`src/rtl/seg_scan_ctrl_if.sv`:
```
// Display-side bundle for seg_scan_ctrl.
// The master drives the controls and the word; the slave drives the scan.
interface seg_scan_ctrl_if #(
  parameter int DIGITS = 4
);
  localparam int IW = (DIGITS > 1) ? $clog2(DIGITS) : 1;

  logic                  en;
  logic                  lz_en;
  logic                  load;
  logic [4*DIGITS-1:0]   data_in;
  logic                  load_ack;
  logic [3:0]            hex_out;
  logic [DIGITS-1:0]     an;
  logic [IW-1:0]         digit_idx;

  modport master (
    output en, lz_en, load, data_in,
    input  load_ack, hex_out, an, digit_idx
  );

  modport slave (
    input  en, lz_en, load, data_in,
    output load_ack, hex_out, an, digit_idx
  );
endinterface

```
`src/rtl/seg_scan_ctrl.sv`:
```
// Multiplexed seven-segment scan with guard gaps, frame-aligned
// word updates and optional leading-zero blanking.
module seg_scan_ctrl #(
  parameter int DIGITS       = 4,
  parameter int REFRESH_DIV  = 100000,
  parameter int GUARD_CYCLES = 2
) (
  input  logic           clk,
  input  logic           rst,
  seg_scan_ctrl_if.slave bus
);
  localparam int DW = 4 * DIGITS;
  localparam int IW = (DIGITS > 1) ? $clog2(DIGITS) : 1;
  localparam int MX = (REFRESH_DIV > GUARD_CYCLES) ?
                      REFRESH_DIV : GUARD_CYCLES;
  localparam int CW = (MX > 1) ? $clog2(MX) : 1;

  localparam logic [CW-1:0] R_LAST = CW'(REFRESH_DIV - 1);
  localparam logic [CW-1:0] G_LAST = CW'(GUARD_CYCLES - 1);
  localparam logic [IW-1:0] D_LAST = IW'(DIGITS - 1);

  typedef enum logic {
    S_GUARD,
    S_DRIVE
  } state_t;

  state_t          r_state;
  logic [CW-1:0]   r_cnt;
  logic [IW-1:0]   r_idx;
  logic [DW-1:0]   r_shadow;
  logic [DW-1:0]   r_disp;
  logic            r_pending;
  logic            r_load_ack;
  logic [3:0]      r_hex;

  logic            w_slot_end;
  logic            w_boundary;
  logic            w_apply;
  logic            w_sup;
  logic [DW-1:0]   w_disp_nx;
  logic [DW-1:0]   w_upper;
  logic [IW-1:0]   w_idx_nx;
  logic [DIGITS-1:0] w_an;

  assign w_slot_end = (r_state == S_DRIVE) && (r_cnt == R_LAST);
  assign w_boundary = bus.en && w_slot_end && (r_idx == D_LAST);

  // Ack gap keeps two pulses from abutting while the display is dark.
  assign w_apply = r_pending && !r_load_ack &&
                   (w_boundary || !bus.en);

  assign w_disp_nx = w_apply ? r_shadow : r_disp;
  assign w_idx_nx  = (r_idx == D_LAST) ? '0 : r_idx + 1'b1;
  assign w_upper   = r_disp >> {r_idx, 2'b00};
  assign w_sup     = bus.lz_en && (r_idx != '0) && (w_upper == '0);

  always_comb begin
    w_an = '1;
    if (bus.en && (r_state == S_DRIVE) && !w_sup)
      w_an[r_idx] = 1'b0;
  end

  always_ff @(posedge clk or posedge rst) begin
    if (rst) begin
      r_state    <= S_GUARD;
      r_cnt      <= '0;
      r_idx      <= '0;
      r_shadow   <= '0;
      r_disp     <= '0;
      r_pending  <= 1'b0;
      r_load_ack <= 1'b0;
      r_hex      <= '0;
    end else begin
      r_load_ack <= w_apply;
      if (w_apply) begin
        r_disp    <= r_shadow;
        r_pending <= 1'b0;
      end
      // A same-edge load lands after the apply, so it waits a frame.
      if (bus.load) begin
        r_shadow  <= bus.data_in;
        r_pending <= 1'b1;
      end
      if (!bus.en) begin
        r_state <= S_GUARD;
        r_cnt   <= '0;
        r_idx   <= '0;
        r_hex   <= w_disp_nx[3:0];
      end else begin
        unique case (r_state)
          S_GUARD: begin
            if (r_cnt == G_LAST) begin
              r_state <= S_DRIVE;
              r_cnt   <= '0;
            end else begin
              r_cnt <= r_cnt + 1'b1;
            end
          end
          S_DRIVE: begin
            if (w_slot_end) begin
              r_state <= S_GUARD;
              r_cnt   <= '0;
              r_idx   <= w_idx_nx;
              r_hex   <= w_disp_nx[{w_idx_nx, 2'b00} +: 4];
            end else begin
              r_cnt <= r_cnt + 1'b1;
            end
          end
          default: begin
            r_state <= S_GUARD;
            r_cnt   <= '0;
          end
        endcase
      end
    end
  end

  assign bus.load_ack  = r_load_ack;
  assign bus.hex_out   = r_hex;
  assign bus.an        = w_an;
  assign bus.digit_idx = r_idx;

endmodule

```
`src/flat_wrapper.sv`:
```
// flat-port wrapper written by rule: the top's interface ports become plain ports
module seg_scan_ctrl_flat 
#(
  parameter int DIGITS       = 4,
  parameter int REFRESH_DIV  = 100000,
  parameter int GUARD_CYCLES = 2
)
  (clk, rst, bus_en, bus_lz_en, bus_load, bus_data_in, bus_load_ack, bus_hex_out, bus_an, bus_digit_idx);
  seg_scan_ctrl_if #(.DIGITS(DIGITS)) bus_i ();
  input  logic clk;
  input  logic rst;
  input wire logic [$bits(bus_i.en)-1:0] bus_en;
  input wire logic [$bits(bus_i.lz_en)-1:0] bus_lz_en;
  input wire logic [$bits(bus_i.load)-1:0] bus_load;
  input wire logic [$bits(bus_i.data_in)-1:0] bus_data_in;
  output wire logic [$bits(bus_i.load_ack)-1:0] bus_load_ack;
  output wire logic [$bits(bus_i.hex_out)-1:0] bus_hex_out;
  output wire logic [$bits(bus_i.an)-1:0] bus_an;
  output wire logic [$bits(bus_i.digit_idx)-1:0] bus_digit_idx;
  assign bus_i.en = bus_en;
  assign bus_i.lz_en = bus_lz_en;
  assign bus_i.load = bus_load;
  assign bus_i.data_in = bus_data_in;
  assign bus_load_ack = bus_i.load_ack;
  assign bus_hex_out = bus_i.hex_out;
  assign bus_an = bus_i.an;
  assign bus_digit_idx = bus_i.digit_idx;
  seg_scan_ctrl #(.DIGITS(DIGITS), .REFRESH_DIV(REFRESH_DIV), .GUARD_CYCLES(GUARD_CYCLES)) u_core (.clk(clk), .rst(rst), .bus(bus_i));
endmodule
```
`config.mk`:
```
export PLATFORM = sky130hd
export DESIGN_NAME = seg_scan_ctrl_flat
export DESIGN_NICKNAME = d
export VERILOG_FILES = /design/src/rtl/seg_scan_ctrl_if.sv /design/src/rtl/seg_scan_ctrl.sv /design/src/flat_wrapper.sv
export SDC_FILE = /design/constraint.sdc
export NUM_CORES = 1
export LEC_CHECK = 0
export ABC_CLOCK_PERIOD_IN_PS = 4000
export CAP_MARGIN = 40
export CORE_MARGIN = 3
export CORE_UTILIZATION = 50
export CTS_BUF_LIST = sky130_fd_sc_hd__clkbuf_8 sky130_fd_sc_hd__clkbuf_16
export CTS_CLUSTER_DIAMETER = 80
export DETAILED_ROUTE_END_ITERATION = 16
export DONT_BUFFER_PORTS = 1
export PLACE_DENSITY = 0.63
export SLEW_MARGIN = 30
export SYNTH_ARGS = -nofsm -noshare
export SYNTH_HDL_FRONTEND = slang
export SYNTH_SLANG_ARGS = --single-unit
export TNS_END_PERCENT = 50
```
`constraint.sdc`:
```
create_clock -name clk -period 4 [get_ports clk]
set_input_delay 0.8 -clock clk [delete_from_list [all_inputs] [get_ports clk]]
set_output_delay 0.8 -clock clk [all_outputs]
set_load 0.01 [all_outputs]
```
Yosys cells after proc, flatten, opt, wreduce, memory -nomap -nowiden

Index checks and enable logic that the tools add are counted.

Logic and storage cells: 60
Register bits: 58
Output and inout bits: 11
Input port bits: 21

Muxes and demuxes: 21
Reductions and logical operators: 18
Add/subtract/negate cells: 2
Bitwise logic cells: 2
Shift operators: 2
Magnitude comparators: 2
Equal/unequal tests: 5

Operators by type and width:

| cell                                                              | number |
|---|---|
| 2-to-1 mux 17 bit                                                 | 3 |
| case mux 17 bit (2 select lines)                                  | 1 |
| adder 17 x 1 -> 17 bit, second input constant                     | 1 |
| == test 17 x 1 -> 1 bit, second input constant                    | 1 |
| == test 17 bit, second input constant                             | 1 |
| logical NOT 16 bit                                                | 1 |
| 2-to-1 mux 16 bit                                                 | 1 |
| 2-to-1 mux 4 bit                                                  | 4 |
| variable part select 16 x 5 -> 4 bit                              | 1 |
| right shift 16 x 4 -> 16 bit                                      | 1 |
| logical AND 1 bit                                                 | 10 |
| 2-to-1 mux 2 bit                                                  | 4 |
| 2-to-1 mux 1 bit                                                  | 6 |
| != test 2 x 1 -> 1 bit, second input constant                     | 2 |
| inverter 4 bit                                                    | 1 |
| nonzero test 2 bit                                                | 2 |
| logical NOT 1 bit                                                 | 3 |
| less-than comparator 2 x 3 -> 1 bit, second input constant        | 1 |
| adder 2 x 1 -> 2 bit, second input constant                       | 1 |
| demux 1 bit (select 2 bit)                                        | 1 |
| == test 2 bit, second input constant                              | 1 |
| greater-or-equal comparator 2 x 1 -> 1 bit, second input constant | 1 |
| case mux 1 bit (2 select lines)                                   | 1 |
| AND reduction 2 bit                                               | 1 |
| other kinds (2)                                                   | 2 |

Depth between registers and ports, before layout

Gate-level depths: netlist of run 1.

Word-level depth: 11
Depth in mapped cells: 9
Depth with buffers taken out: 6

Worst setup path before layout of run 1

No wires, ideal clock.

Path type: flip-flop to flip-flop
From: register u_core.r_cnt[11]
To: register u_core.r_hex[0], in the netlist u_core.bus.hex_out[0]
Buffers on the path: 2
Arrival time: 2365 ps
Stages on the path, launching flop included: 8
Period minus slack after synthesis: 2452 ps
Setup time: 87 ps
Path slack: 1548 ps
Cell sequence: dfrtp_1 -> or4_4 -> or4_4 -> buf_6 -> o21a_1 -> buf_6 -> mux2_4 -> o211ai_1

Longest elaborated chain between the ends: 11
Elaborated cells between the ends (all ways): 13

RTL lines:

| element                              | line                 | source |
|---|---|---|
| start: declaration                   | seg_scan_ctrl.sv:28  | `logic [CW-1:0] r_cnt;` |
| start signal: assignment             | seg_scan_ctrl.sv:96  | `r_cnt <= r_cnt + 1'b1;` |
| start signal: assignment             | seg_scan_ctrl.sv:106 | `r_cnt <= r_cnt + 1'b1;` |
| == test 17 bit *                     | seg_scan_ctrl.sv:45  | `assign w_slot_end = (r_state == S_DRIVE) && (r_cnt == R_LAST);` |
| logical AND 1 bit *                  | seg_scan_ctrl.sv:45  |  |
| logical AND 1 bit (2 in series)      | seg_scan_ctrl.sv:46  | `assign w_boundary = bus.en && w_slot_end && (r_idx == D_LAST);` |
| logical OR 1 bit                     | seg_scan_ctrl.sv:50  | `(w_boundary \|\| !bus.en);` |
| logical AND 1 bit                    | seg_scan_ctrl.sv:49  | `assign w_apply = r_pending && !r_load_ack &&` |
| 2-to-1 mux 16 bit                    | seg_scan_ctrl.sv:52  | `assign w_disp_nx = w_apply ? r_shadow : r_disp;` |
| variable part select 16 x 5 -> 4 bit | seg_scan_ctrl.sv:104 | `r_hex <= w_disp_nx[{w_idx_nx, 2'b00} +: 4];` |
| 2-to-1 mux 4 bit                     | seg_scan_ctrl.sv:100 | `if (w_slot_end) begin` |
| 2-to-1 mux 4 bit                     | seg_scan_ctrl.sv:90  | `unique case (r_state)` |
| 2-to-1 mux 4 bit                     | seg_scan_ctrl.sv:84  | `if (!bus.en) begin` |
| end signal: assignment               | seg_scan_ctrl.sv:88  | `r_hex <= w_disp_nx[3:0];` |
| end signal: assignment               | seg_scan_ctrl.sv:104 |  |
| end: declaration                     | seg_scan_ctrl.sv:34  | `logic [3:0] r_hex;` |

Mark *: on every way between the ends. The rest lies on a longest branch, timed or not. The select of a mux whose other input is x is not followed.
A chain may end at the register's enable or synchronous reset.

Worst setup path in the final report of run 1

From: register u_core.r_disp[4]
To: output bus_an[2]

Longest elaborated chain between the ends: 6

RTL lines:

| element                      | line                | source |
|---|---|---|
| start: declaration           | seg_scan_ctrl.sv:31 | `logic [DW-1:0] r_disp;` |
| start signal: assignment     | seg_scan_ctrl.sv:76 | `r_disp <= r_shadow;` |
| right shift 16 x 4 -> 16 bit | seg_scan_ctrl.sv:54 | `assign w_upper = r_disp >> {r_idx, 2'b00};` |
| logical NOT 16 bit           | seg_scan_ctrl.sv:55 | `assign w_sup = bus.lz_en && (r_idx != '0) && (w_upper == '0);` |
| logical AND 1 bit            | seg_scan_ctrl.sv:55 |  |
| logical NOT 1 bit            | seg_scan_ctrl.sv:59 | `if (bus.en && (r_state == S_DRIVE) && !w_sup)` |
| logical AND 1 bit            | seg_scan_ctrl.sv:59 |  |
| 2-to-1 mux 4 bit             | seg_scan_ctrl.sv:59 |  |
| end: declaration             | flat_wrapper.sv:18  | `output wire logic [$bits(bus_i.an)-1:0] bus_an;` |

No other way between the ends.

==> summary.md, run 1 <==
| Metric | Value |
|---|---|
| # IOs | `32` |
| CORE AREA | `5642 sq um` |
| Worst Path Max Fanout | `3` |
| Vias in the first global route | `2035` |
| Final TNS setup | `0 ns` |
| GP Congestion | `0.7754` |
| Area growth syn-to-layout | `8.502%` |
| Slew headroom | `a little over half` |
| Clock root buffer | `clkbuf_8` |
| R2R depth | `5` |
| Clk slew on worst S/H paths | `0.07 ns` |
| Max IR drop VDD | `between 300 and 400 uV` |
| Area leader, netlist | `dfrtp_1` |
| Achievable frequency | `370.0 MHz` |
| FF-to-FF Start | `u_core.r_cnt[11]$_DFF_PP0_` |
| # DRC | `0` |
| Final Hold Violating Endpoints | `0` |
| Req. time, crit path | `3.20 ns` |
| Synth warnings | `0` |
| P_int | `1.129 mW` |
| Syn nets | `288` |
| Fraction of registers with async set/reset | `100.0%` |
| Final Worst Setup Slack | `1.297 ns` |
| Starting density of the core | `52.69%` |
| Hold WC Path Type | `input port to async pin` |
| Max-cap violations | `0` |
| Final Cycle Share | `67.58%` |
| Most frequent CP cell | `a21oi_1` |
| Met1 global-route usage | `26.67%` |
| Crit path cell chain | `nor4_1, a21oi_1, nor4b_1, a21oi_1, nand2_1` |
| Final wirelength | `5821 microns` |
| FF-to-FF End | `u_core.bus.hex_out[0]$_DFFE_PP0P_` |
| Post-CTS sizing | `0` |
| Final slew viol count | `0` |
| Largest net degree at the start of global routing | `32` |
| First-pass GRT wire length | `10110 microns` |
| Max stage delay on crit path | `0.44 ns` |
| I/O Buffers | `0` |
| Worst R2R Setup Slack | `approximately 1.3 ns` |
| M2 GR Usage | `25.22%` |
| Diode count | `0` |
| Sequential share of the synthesized area | `around 49%` |
| Post-Syn Instances | `about 260` |
| CP Launch Point | `u_core.r_disp[4]$_DFF_PP0_` |
| GR peak layer | `met1` |
| Total GRT Usage | `18.22%` |
| Cell family with most CP delay | `simple AND/OR/NAND/NOR gates` |
| Synth cell types | `33` |
| Final ANT Viol Nets | `0` |
| Crit path max-delay cell type | `nor4_1` |
| HPWL after detailed placement | `4186 microns` |
| Worst setup EP type | `primary output` |
| Deepest clock path buffer count | `2` |
| Crit path depth | `5` |
| Die ar. | `roughly 6900 sq um` |
| P per Cell Area | `477.8 nW/um^2` |
| Top cells by area, synth | `dfrtp_1 (49%), mux2_2 (14%), mux2i_1 (5.7%)` |
| Hold buffer count at CTS | `0` |
| Gr ovfl total | `0` |
| Cts bufs inserted | `9` |
| CP Buf/Inv Count | `0` |
| Worst Setup EP | `bus_an[2]` |
| Postcts setup bufs | `0` |
| RSZ-0062 raised after global routing | `false` |
| Clock sink count | `58` |
| Leak | `1.405 nW` |
| Synthesized area per cell | `11.39 sq um` |
| Setup violators final | `0` |
| Power, Total | `around 1.5 mW` |
| Total iterations of the first detailed-routing run | `5` |
| Sw Ratio | `26.76%` |
| Syn Std Cell Area | `2973 sq um` |
| Antenna violations before repair | `0` |
| Share of cells above drive strength 1 | `23.60%` |
| Util after Layout | `between 50% and 60%` |
| Net Switching | `0.4124 mW` |
| Worst clock skew | `0.005848 ns` |
| Yosys top cell area share | `48.82%` |
| Min Tclk post-route | `2.703 ns` |
| Pre-CTS setup slack | `1.357 ns` |
| Clock group share of total power | `a little under two fifths` |
| DR iter-0 viols | `136` |
| Worst EP arrival | `1.90 ns` |
| DR vias | `1939` |
| Flop pwr share | `about half` |
| Row count | `27` |
| Synthesis-stage register bit count | `58` |
| Finished layout cell area | `3226 sq um` |
| Kind of critical path | `flip-flop to primary output` |
| H-tree depth | `3` |
| Combinational fraction of design power | `13.6%` |
| DR WL/cell | `17.17 microns` |
| Worst setup SP type | `flip-flop` |
| GRT met3 Usage | `6.548%` |
| Worst slew pin tran | `0.6777 ns` |
| Skew-Pair Late Insertion Delay | `between 0.3 and 0.4 ns` |
| Die X | `83.11 microns` |
| Post-synth EDFFs | `0` |
| CTS tree | `done` |
| Die Y-Extent | `83.11 microns` |
| Nets | `289` |
| Ys flop type | `dfrtp_1` |
| Vias per inst | `5.720` |
| Dpl cell area | `3008 sq um` |
| Status | `finished clean` |
## stage by stage
| stage | cells | hold slack [ns] |
|---|---|---|
| 2_1_floorplan | 261 | 0.4419 |
| 3_3_place_gp | 322 | 0.4528 |
| 3_5_place_dp | 323 | 0.4597 |
| 4_1_cts | 339 | 0.4161 |
| 5_1_grt | 339 | 0.4174 |
| 6_report | 339 | 0.3992 |
## worst min-delay path by stage
stage	cells after the start	end
2_1_floorplan	1	u_core.r_pending$_DFFE_PP0P_
3_3_place_gp	1	u_core.r_pending$_DFFE_PP0P_
3_5_place_dp	1	u_core.r_pending$_DFFE_PP0P_
4_1_cts	1	u_core.r_shadow[2]$_DFFE_PP0P_
5_1_grt	1	u_core.r_disp[2]$_DFF_PP0_
6_report	1	u_core.r_shadow[1]$_DFFE_PP0P_
## cells in the mapped netlist, types with 3 or more instances
cell type,n
a21oi_1,6
buf_6,4
clkbuf_1,5
dfrtp_1,58
ha_1,6
inv_1,8
mux2_2,36
mux2_4,4
mux2i_1,17
nand2_1,13
nand3_1,10
nand4_1,6
nor2_1,28
nor4_1,7
o211ai_1,12
or3_1,3
xnor2_1,7
xor2_1,8
## placed cells by master, fill, tap and decap left out, types with 2 or more instances in the layout
master and count:
xnor2_1 7, nor3_1 2, ha_1 6, clkinvlp_4 2
o211ai_1 12, a21oi_1 6, nor2_1 27, nor2b_1 2
dfrtp_1 58, or4_4 2, clkinv_2 2, nand4_1 6
mux2_4 4, inv_1 7, or4_1 2, nand3_1 10
xor2_1 8, mux2i_1 17, clkbuf_8 9, nand2_1 13
nor4_1 7, or3_1 3, bufinv_16 2, and3_1 2
nor4b_1 2, mux2_2 36
## state kept, by name, indices dropped and copies added, names as in the netlist
name                  count
u_core.bus.digit_idx      2
u_core.r_pending          1
u_core.r_cnt             17
u_core.r_shadow          16
u_core.r_state            1
u_core.bus.hex_out        4
u_core.bus.load_ack       1
u_core.r_disp            16
## power by group through the flow
| stage | combinational [mW] | sequential (mW) | clock, mW |
|---|---|---|---|
| after floorplan | 0.188 | 0.727 | 0 |
| after global placement | 0.208 | 0.751 | 0 |
| after detailed placement | 0.211 | 0.755 | 0 |
| after CTS | 0.212 | 0.744 | 0.603 |
| after global routing | 0.234 | 0.755 | 0.633 |
| final | 0.210 | 0.743 | 0.588 |
## metal layers
layer | vias up | wire length [microns]
li1 | 926 | -
met1 | 953 | 2906
met2 | 51 | 2486
met3 | 9 | 318
met4 | 0 | 110
met5 | - | 0
## logic make-up (layout without fill, tap and decap cells)
logic type / Yosys count / after routing / synth area share (%)
AO/OA/AOI/OAI: 23 / 23 / 5.219
XOR/XNOR: 15 / 15 / 4.419
adder cells (fa/ha/maj): 6 / 6 / 2.525
buffers and inverters: 20 / 26 / 3.619
flip-flops: 58 / 58 / 48.82
multiplexers: 57 / 57 / 21.38
AND/OR/NAND/NOR: 82 / 82 / 14.02
## area by class of cell
cell class	count	area, sq um
inverter	8	30.03
tap	72	90.09
sequential	58	1451
timing repair buffer	2	18.77
multi-input combinational	183	1418
fill	483	2416
clock inverter	7	93.84
clock buffer	9	123.9
## worst reg2reg max path, cell delays in order, from the launching register on
cell	delay [ns]
dfrtp_1	0.43
or4_4	0.56
or4_4	0.61
o21a_2	0.44
mux2_4	0.38
o211ai_1	0.16
Power figures use the tool's default switching activity.
==> run 2: changes to the inputs <==
Settings changed: ABC_CLOCK_PERIOD_IN_PS 4000 to 2700.
Clock period 4 ns to 2.7 ns, I/O delays scaled along.
==> run 2 against run 1 <==
Net effect:
- critical path type is now flip-flop to flip-flop
- critical path depth up 1
- highest routed layer unchanged
- register-to-register slack worse by 1.1 ns
- sequential share of layout area down 1.2 points
- core utilization up 1.6 points
==> summary.md, run 2 (synthesis results as in run 1) <==
| Metric | Value |
|---|---|
| Status | `finished clean` |
| Nets | `298 (+3.1%)` |
| Biggest regs | `u_core.r_cnt (17), u_core.r_disp (16), u_core.r_shadow (16)` |
| Most frequent cells in the layout | `dfrtp_1 (58), mux2_2 (36), nor2_1 (27)` |
| Final slew viol count | `0 (unchanged)` |
| Final wirelength | `5862 microns (+0.70%)` |
| First-pass GRT wire length | `10070 microns (-0.34%)` |
| Skew-Pair Late Insertion Delay | `0.33 ns (about the same)` |
| Clock group share of total power | `38.0% (-0.2 points)` |
| RSZ-0062 raised after global routing | `false` |
| Die ar. | `6907 sq um (unchanged)` |
| Total iterations of the first detailed-routing run | `4 (-1)` |
| GP Congestion | `0.7879 (+1.6%)` |
| # DRC | `0 (unchanged)` |
| Met3 WL | `308 microns (-3.1%)` |
| Final TNS setup | `0 ns (unchanged)` |
| Req. time, crit path | `2.94 ns (-0.26 ns)` |
| Flop pwr share | `47.9% (-0.3 points)` |
| P per Cell Area | `693.5 nW/um^2 (+45%)` |
| CTS tree | `done` |
| Starting density of the core | `52.69% (unchanged)` |
| I/O Buffers | `0 (unchanged)` |
| Final ANT Viol Nets | `0 (unchanged)` |
| Max reg flops | `17 (unchanged)` |
| Hold buffer count at CTS | `0 (unchanged)` |
| FF-to-FF Start | `u_core.r_cnt[12]$_DFF_PP0_` |
| Power, Total | `2.299 mW (+49%)` |
| Final Cycle Share | `93.16%` |
| Worst EP arrival | `2.76 ns (+0.86 ns)` |
| # IOs | `32 (unchanged)` |
| Top sig layer | `met4` |
| Kind of critical path | `flip-flop to flip-flop` |
| Max-cap violations | `0 (unchanged)` |
| CORE AREA | `5642 sq um (unchanged)` |
| HPWL after detailed placement | `4296 microns (+2.6%)` |
| Antenna violations before repair | `0 (unchanged)` |
| Sw Ratio | `25.78% (-0.97 points)` |
| Leak | `1.463 nW (+4.1%)` |
| Clock sink count | `58 (unchanged)` |
| Row count | `27 (unchanged)` |
| Worst slew pin tran | `0.6312 ns (-0.04649 ns)` |
| M1 WL | `2961 microns (+1.9%)` |
| Worst setup SP type | `flip-flop` |
| Die X | `83.11 microns (unchanged)` |
| Hold_ws | `0.1654 ns (-0.2338 ns)` |
| Pre-CTS setup slack | `0.2000 ns (-1.158 ns)` |
| Largest net degree at the start of global routing | `31 (-3.1%)` |
| Post-CTS sizing | `0 (unchanged)` |
| Cts bufs inserted | `9 (unchanged)` |
| Clk slew on worst S/H paths | `0.07 ns (about the same)` |
| DR iter-0 viols | `114 (-16%)` |
| Total GRT Usage | `18.45% (+0.22 points)` |
| Combinational fraction of design power | `14.1% (+0.5 points)` |
| Vias per inst | `5.658 (-1.1%)` |
| WL met2 | `2516 microns (+1.2%)` |
| Diode count | `0 (unchanged)` |
| Hold WC Path Type | `input port to async pin` |
| DR vias | `1969 (+1.5%)` |
| Die Y-Extent | `83.11 microns (unchanged)` |
| Deepest clock path buffer count | `2 (unchanged)` |
| Share of cells above drive strength 1 | `25.00% (+1.4 points)` |
| Commonest non-fill, non-tap cell in the layout | `dfrtp_1` |
| Slew headroom | `57.86% (+3.1 points)` |
| DR WL/cell | `16.84 microns (-1.9%)` |
| Inst Count DP | `332 (+2.8%)` |
| Achievable frequency | `397.5 MHz` |
| H-tree depth | `3 (unchanged)` |
| Gr ovfl total | `0 (unchanged)` |
| Biggest register | `u_core.r_cnt` |
| Final Hold Violating Endpoints | `0 (unchanged)` |
| Finished Layout Cells | `348 (+2.7%)` |
| # fillers | `466 (-3.5%)` |
| Net Switching | `0.5928 mW (+44%)` |
| Final Worst Setup Slack | `0.1845 ns (-1.112 ns)` |
| Setup violators final | `0 (unchanged)` |
| Min Tclk post-route | `2.515 ns` |
| Max IR drop VDD | `387.8 uV (+25%)` |
| Worst Path Max Fanout | `24 (+21)` |
| P_int | `1.707 mW (+51%)` |
| Vias in the first global route | `2043 (+0.39%)` |
| CP Launch Point | `u_core.r_cnt[12]$_DFF_PP0_` |
| Worst clock skew | `0.008914 ns (+0.003066 ns)` |
| Worst setup EP type | `flip-flop` |
| Clock root buffer | `clkbuf_8` |
| Postcts setup bufs | `0 (unchanged)` |
| Area growth syn-to-layout | `11.53%` |
run 2: layout make-up:
type | instances | area (sq um) | share of cell area [%]
flip-flops and latches | 58 | 1451 | 43.77
multi-input cells | 183 | 1416 | 42.72
clock buffers | 10 | 137.6 | 4.151
repair buffers | 11 | 107.6 | 3.245
well taps | 72 | 90.09 | 2.717
clock inverters | 6 | 82.58 | 2.491
inverters | 8 | 30.03 | 0.9057
run 2: worst max-delay path, stage by stage, from the launching register on:
cell	delay [ns]
dfrtp_1	0.43
or4_4	0.55
or4_4	0.55
o21a_1	0.24
buf_12	0.18
mux2_4	0.30
o211ai_1	0.17
run 2: power by group through the flow:
stage,Clock (mW),Combinational (mW),Sequential (mW)
after floorplan,0,0.279,1.08
after global placement,0,0.319,1.11
after detailed placement,0,0.328,1.12
after CTS,0.904,0.329,1.10
after global routing,0.949,0.360,1.12
final,0.873,0.324,1.10
run 2: worst paths after layout:
kind / end / slack (ns) / cells after the start
max: u_core.bus.hex_out[3]$_DFFE_PP0P_ / 0.18 / 6
min: u_core.r_cnt[11]$_DFF_PP0_ / 0.17 / 1
max reg2reg: u_core.bus.hex_out[3]$_DFFE_PP0P_ / 0.18 / 6
min reg2reg: u_core.r_pending$_DFFE_PP0P_ / 0.48 / 1
max in group asynchronous: u_core.bus.digit_idx[1]$_DFFE_PP0P_ / 1.95 / 2
min in group clk: u_core.r_pending$_DFFE_PP0P_ / 0.31 / 1
run 2: stage by stage:
step / cell area [sq um] / utilization [%]
floorplan: 2973 / -
global placement: 3095 / 54.87
detailed placement: 3095 / 54.87
CTS: 3316 / 58.77
global route: 3316 / 58.77
finish: 3316 / 58.77
run 2: layer usage:
metal  GRT usage [%]  vias to the layer above
li1                -                      958
met1           27.30                      955
met2           25.29                       50
met3           5.556                        6
met4           6.984                        0
met5               0                        -
==> run 3: changes to the inputs <==
Settings changed: ABC_AREA set to 1.
==> run 3 against run 2 <==
Net effect:
- register-to-register slack gained 0.38 ns
- sequential share of layout area is 1.5 points higher
- non-clock buffer count decreased by 6
- cell count is 18% higher
- maximum frequency increased by 2.8%
- sequential cell count unchanged
- setup slack improved by 0.069 ns
- largest cell class unchanged
- largest power group unchanged
==> summary.md, run 3 <==
| Metric | Value |
|---|---|
| Post-Syn Instances | `325 (+25%)` |
| Die Y-Extent | `82.44 microns (-0.81%)` |
| Commonest non-fill, non-tap cell in the layout | `nand2_1` |
| Leak | `1.520 nW (+3.9%)` |
| Crit path max-delay cell type | `dfrtp_1` |
| Crit path depth | `5 (-1)` |
| Cts bufs inserted | `9 (unchanged)` |
| Setup violators final | `0 (unchanged)` |
| Fraction of registers with async set/reset | `100.0% (unchanged)` |
| Most frequent cells in the layout | `nand2_1 (77), dfrtp_1 (58), nand3_1 (41)` |
| Nets | `360 (+21%)` |
| Synth warnings | `0 (unchanged)` |
| Final wirelength | `6333 microns (+8.0%)` |
| Die ar. | `6796 sq um (-1.6%)` |
| Min Tclk post-route | `2.446 ns (-0.06949 ns)` |
| Max reg flops | `17 (unchanged)` |
| Worst Path Max Fanout | `7 (-71%)` |
| CTS tree | `done` |
| Reg area | `1451 sq um (unchanged)` |
| Top cells by area, synth | `dfrtp_1 (50%), nand2_1 (9.9%), nand3_1 (7.0%)` |
| Synth cell types | `32 (-3.0%)` |
| Final ANT Viol Nets | `0 (unchanged)` |
| DR WL/cell | `15.45 microns (-8.3%)` |
| Yosys top cell area share | `49.68% (+0.86 points)` |
| Die X | `82.44 microns (-0.81%)` |
| Synthesis-stage register bit count | `58 (unchanged)` |
| Clock group share of total power | `40.1% (+2.1 points)` |
| # IOs | `32 (unchanged)` |
| Ys flop type | `dfrtp_1` |
| I/O Buffers | `0 (unchanged)` |
| Worst setup EP type | `primary output` |
| Req. time, crit path | `2.16 ns (-0.78 ns)` |
| Sequential share of the synthesized area | `49.68% (+0.86 points)` |
| Biggest register | `u_core.r_cnt` |
| DR iter-0 viols | `205 (+80%)` |
| Total GRT Usage | `21.15% (+2.7 points)` |
| R2R depth | `10 (+4)` |
| First-pass GRT wire length | `10410 microns (+3.3%)` |
| Slew headroom | `60.62% (+2.8 points)` |
| Hold buffer count at CTS | `0 (unchanged)` |
| Pre-CTS setup slack | `0.5479 ns (+0.3480 ns)` |
| Most common cell in the netlist | `nand2_1` |
| CORE AREA | `5574 sq um (-1.2%)` |
| Final slew viol count | `0 (unchanged)` |
| Deepest clock path buffer count | `2 (unchanged)` |
| P_int | `1.609 mW (-5.7%)` |
| Share of cells above drive strength 1 | `17.16% (-7.8 points)` |
| Post-synth EDFFs | `0 (unchanged)` |
| RSZ-0062 raised after global routing | `false` |
| H-tree depth | `3 (unchanged)` |
| P per Cell Area | `686.9 nW/um^2 (-0.96%)` |
| Achievable frequency | `408.8 MHz (+2.8%)` |
| Area leader, netlist | `dfrtp_1` |
| Final Worst Setup Slack | `0.2540 ns (+0.06948 ns)` |
| Postcts setup bufs | `0 (unchanged)` |
| Worst slew pin tran | `0.5898 ns (-0.04142 ns)` |
| Total iterations of the first detailed-routing run | `4 (unchanged)` |
| Clk slew on worst S/H paths | `0.07 ns (about the same)` |
| Diode count | `0 (unchanged)` |
| Max-cap violations | `0 (unchanged)` |
| Antenna violations before repair | `0 (unchanged)` |
| Starting density of the core | `52.41% (-0.28 points)` |
| Largest net degree at the start of global routing | `29 (-6.5%)` |
| DR vias | `2211 (+12%)` |
| Status | `finished clean` |
| Syn Std Cell Area | `2922 sq um (-1.7%)` |
| CP Buf/Inv Count | `1 (unchanged)` |
| Net Switching | `0.5927 mW (about the same)` |
| Synth top cells by count | `nand2_1 (77), dfrtp_1 (58), nand3_1 (41)` |
| Skew-Pair Late Insertion Delay | `0.34 ns (about the same)` |
| GP Congestion | `0.9300 (+18%)` |
| Final Hold Violating Endpoints | `0 (unchanged)` |
| Util after Layout | `57.51% (-1.3 points)` |
| Final TNS setup | `0 ns (unchanged)` |
| Max stage delay on crit path | `0.55 ns (about the same)` |
| Max IR drop VDD | `367.8 uV (-5.2%)` |
| Clock sink count | `58 (unchanged)` |
| HPWL after detailed placement | `4650 microns (+8.2%)` |
| Clock root buffer | `clkbuf_8` |
| Synthesized area per cell | `8.989 sq um (-21%)` |
| Power, Total | `2.202 mW (-4.2%)` |
| Crit path cell chain | `inv_1, ha_1, nor4_1, nand4_1, nand3_1` |
| Worst EP arrival | `1.91 ns (-0.85 ns)` |
| Syn nets | `352 (+22%)` |
| # DRC | `0 (unchanged)` |
| Worst clock skew | `0.009704 ns (+0.0007904 ns)` |
| Multi-input gate area | `1279 sq um (-9.7%)` |
| Kind of critical path | `flip-flop to primary output` |
| # fillers | `507 (+8.8%)` |
| Final Cycle Share | `90.59% (-2.6 points)` |
| Worst setup SP type | `flip-flop` |
| Vias per inst | `5.393 (-4.7%)` |
| Area growth syn-to-layout | `9.721%` |
| Flop pwr share | `48.0% (about the same)` |
| Hold_ws | `0.1419 ns (-0.02348 ns)` |
| Gr ovfl total | `0 (unchanged)` |
| Sw Ratio | `26.92% (+1.1 points)` |
| Post-CTS sizing | `0 (unchanged)` |
| Cell family with most CP delay | `simple AND/OR/NAND/NOR gates` |
| Row count | `27 (unchanged)` |
| Biggest regs | `u_core.r_cnt (17), u_core.r_disp (16), u_core.r_shadow (16)` |
| Hold WC Path Type | `input port to async pin` |
| Combinational fraction of design power | `11.9% (-2.2 points)` |
| Vias in the first global route | `2073 (+1.5%)` |
-- run 3: cell count changes after synthesis, sizes merged, moves of 4 or more --
| cell | change |
|---|---|
| nand2 | +69 |
| nand3 | +40 |
| mux2 | -24 |
| inv | +22 |
| mux2i | -17 |
| o211ai | -12 |
| nor3 | +9 |
| xnor2 | -7 |
| xor2 | -5 |
| or4 | -4 |
-- run 3: layer usage --
metal / wire, microns / track usage [%] / part of all wire [%] / vias to the layer above
met1: 3269 / 31.70 / 52 / 1055
met5: 0 / 0 / 0 / -
met4: 127 / 8.970 / 2.0 / 0
met2: 2557 / 28.13 / 40 / 51
li1: - / - / - / 1094
met3: 379 / 6.074 / 6.0 / 11
-- run 3: final cells by class --
type | count | area share (%)
Clock buffer | 10 | 4.294
Clock inverter | 6 | 2.537
Inverter | 31 | 3.630
Multi-Input combinational cell | 228 | 39.89
Sequential cell | 58 | 45.28
Tap cell | 72 | 2.810
Timing Repair Buffer | 5 | 1.561
-- run 3: through the flow --
step | std cells | area [sq um]
6_report | 410 | 3206
5_1_grt | 410 | 3206
4_1_cts | 410 | 3206
3_5_place_dp | 394 | 2987
3_3_place_gp | 394 | 2987
2_1_floorplan | 325 | 2922
-- run 3: path summary, 6_finish.rpt --
check                                                    startpoint                           end  slack [ns]
max in group asynchronous                                       rst     u_core.r_cnt[8]$_DFF_PP0_        1.90
min in group clk                                           bus_load  u_core.r_pending$_DFFE_PP0P_        0.32
worst max-delay path            u_core.bus.digit_idx[0]$_DFFE_PP0P_                     bus_an[2]        0.25
worst min register to register           u_core.r_disp[9]$_DFF_PP0_    u_core.r_disp[9]$_DFF_PP0_        0.51
worst min-delay path                                            rst    u_core.r_disp[7]$_DFF_PP0_        0.14
worst max register to register            u_core.r_cnt[0]$_DFF_PP0_    u_core.r_cnt[16]$_DFF_PP0_        0.56
-- run 3: power groups by stage --
stage / sequential, mW / clock (mW) / combinational [mW]
final: 1.06 / 0.884 / 0.261
after global routing: 1.07 / 0.945 / 0.300
after CTS: 1.06 / 0.908 / 0.263
after detailed placement: 1.07 / 0 / 0.264
after global placement: 1.07 / 0 / 0.261
after floorplan: 1.04 / 0 / 0.220
-- run 3: worst reg2reg max path, cell delays in order, from the launching register on --
cell,delay (ns)
dfrtp_1,0.43
ha_1,0.23
nand2_2,0.07
inv_2,0.08
nand2_2,0.06
nor2_2,0.13
nand3_2,0.09
nand2_4,0.24
inv_1,0.18
nand2_1,0.37
nor3_1,0.13
-- run 3: logic make-up (layout without fill, tap and decap cells) --
| logic type | count (synthesis) | after routing | share of synthesized area (%) |
|---|---|---|---|
| adders and majority gates | 6 | 6 | 2.570 |
| DFF | 58 | 58 | 49.68 |
| muxes | 16 | 16 | 6.167 |
| and+or+nand+nor | 187 | 187 | 30.92 |
| buffers and inverters | 39 | 52 | 6.552 |
| xor gates and xnor gates | 3 | 3 | 0.8995 |
| AOI/OAI and AO/OA | 16 | 16 | 3.212 |
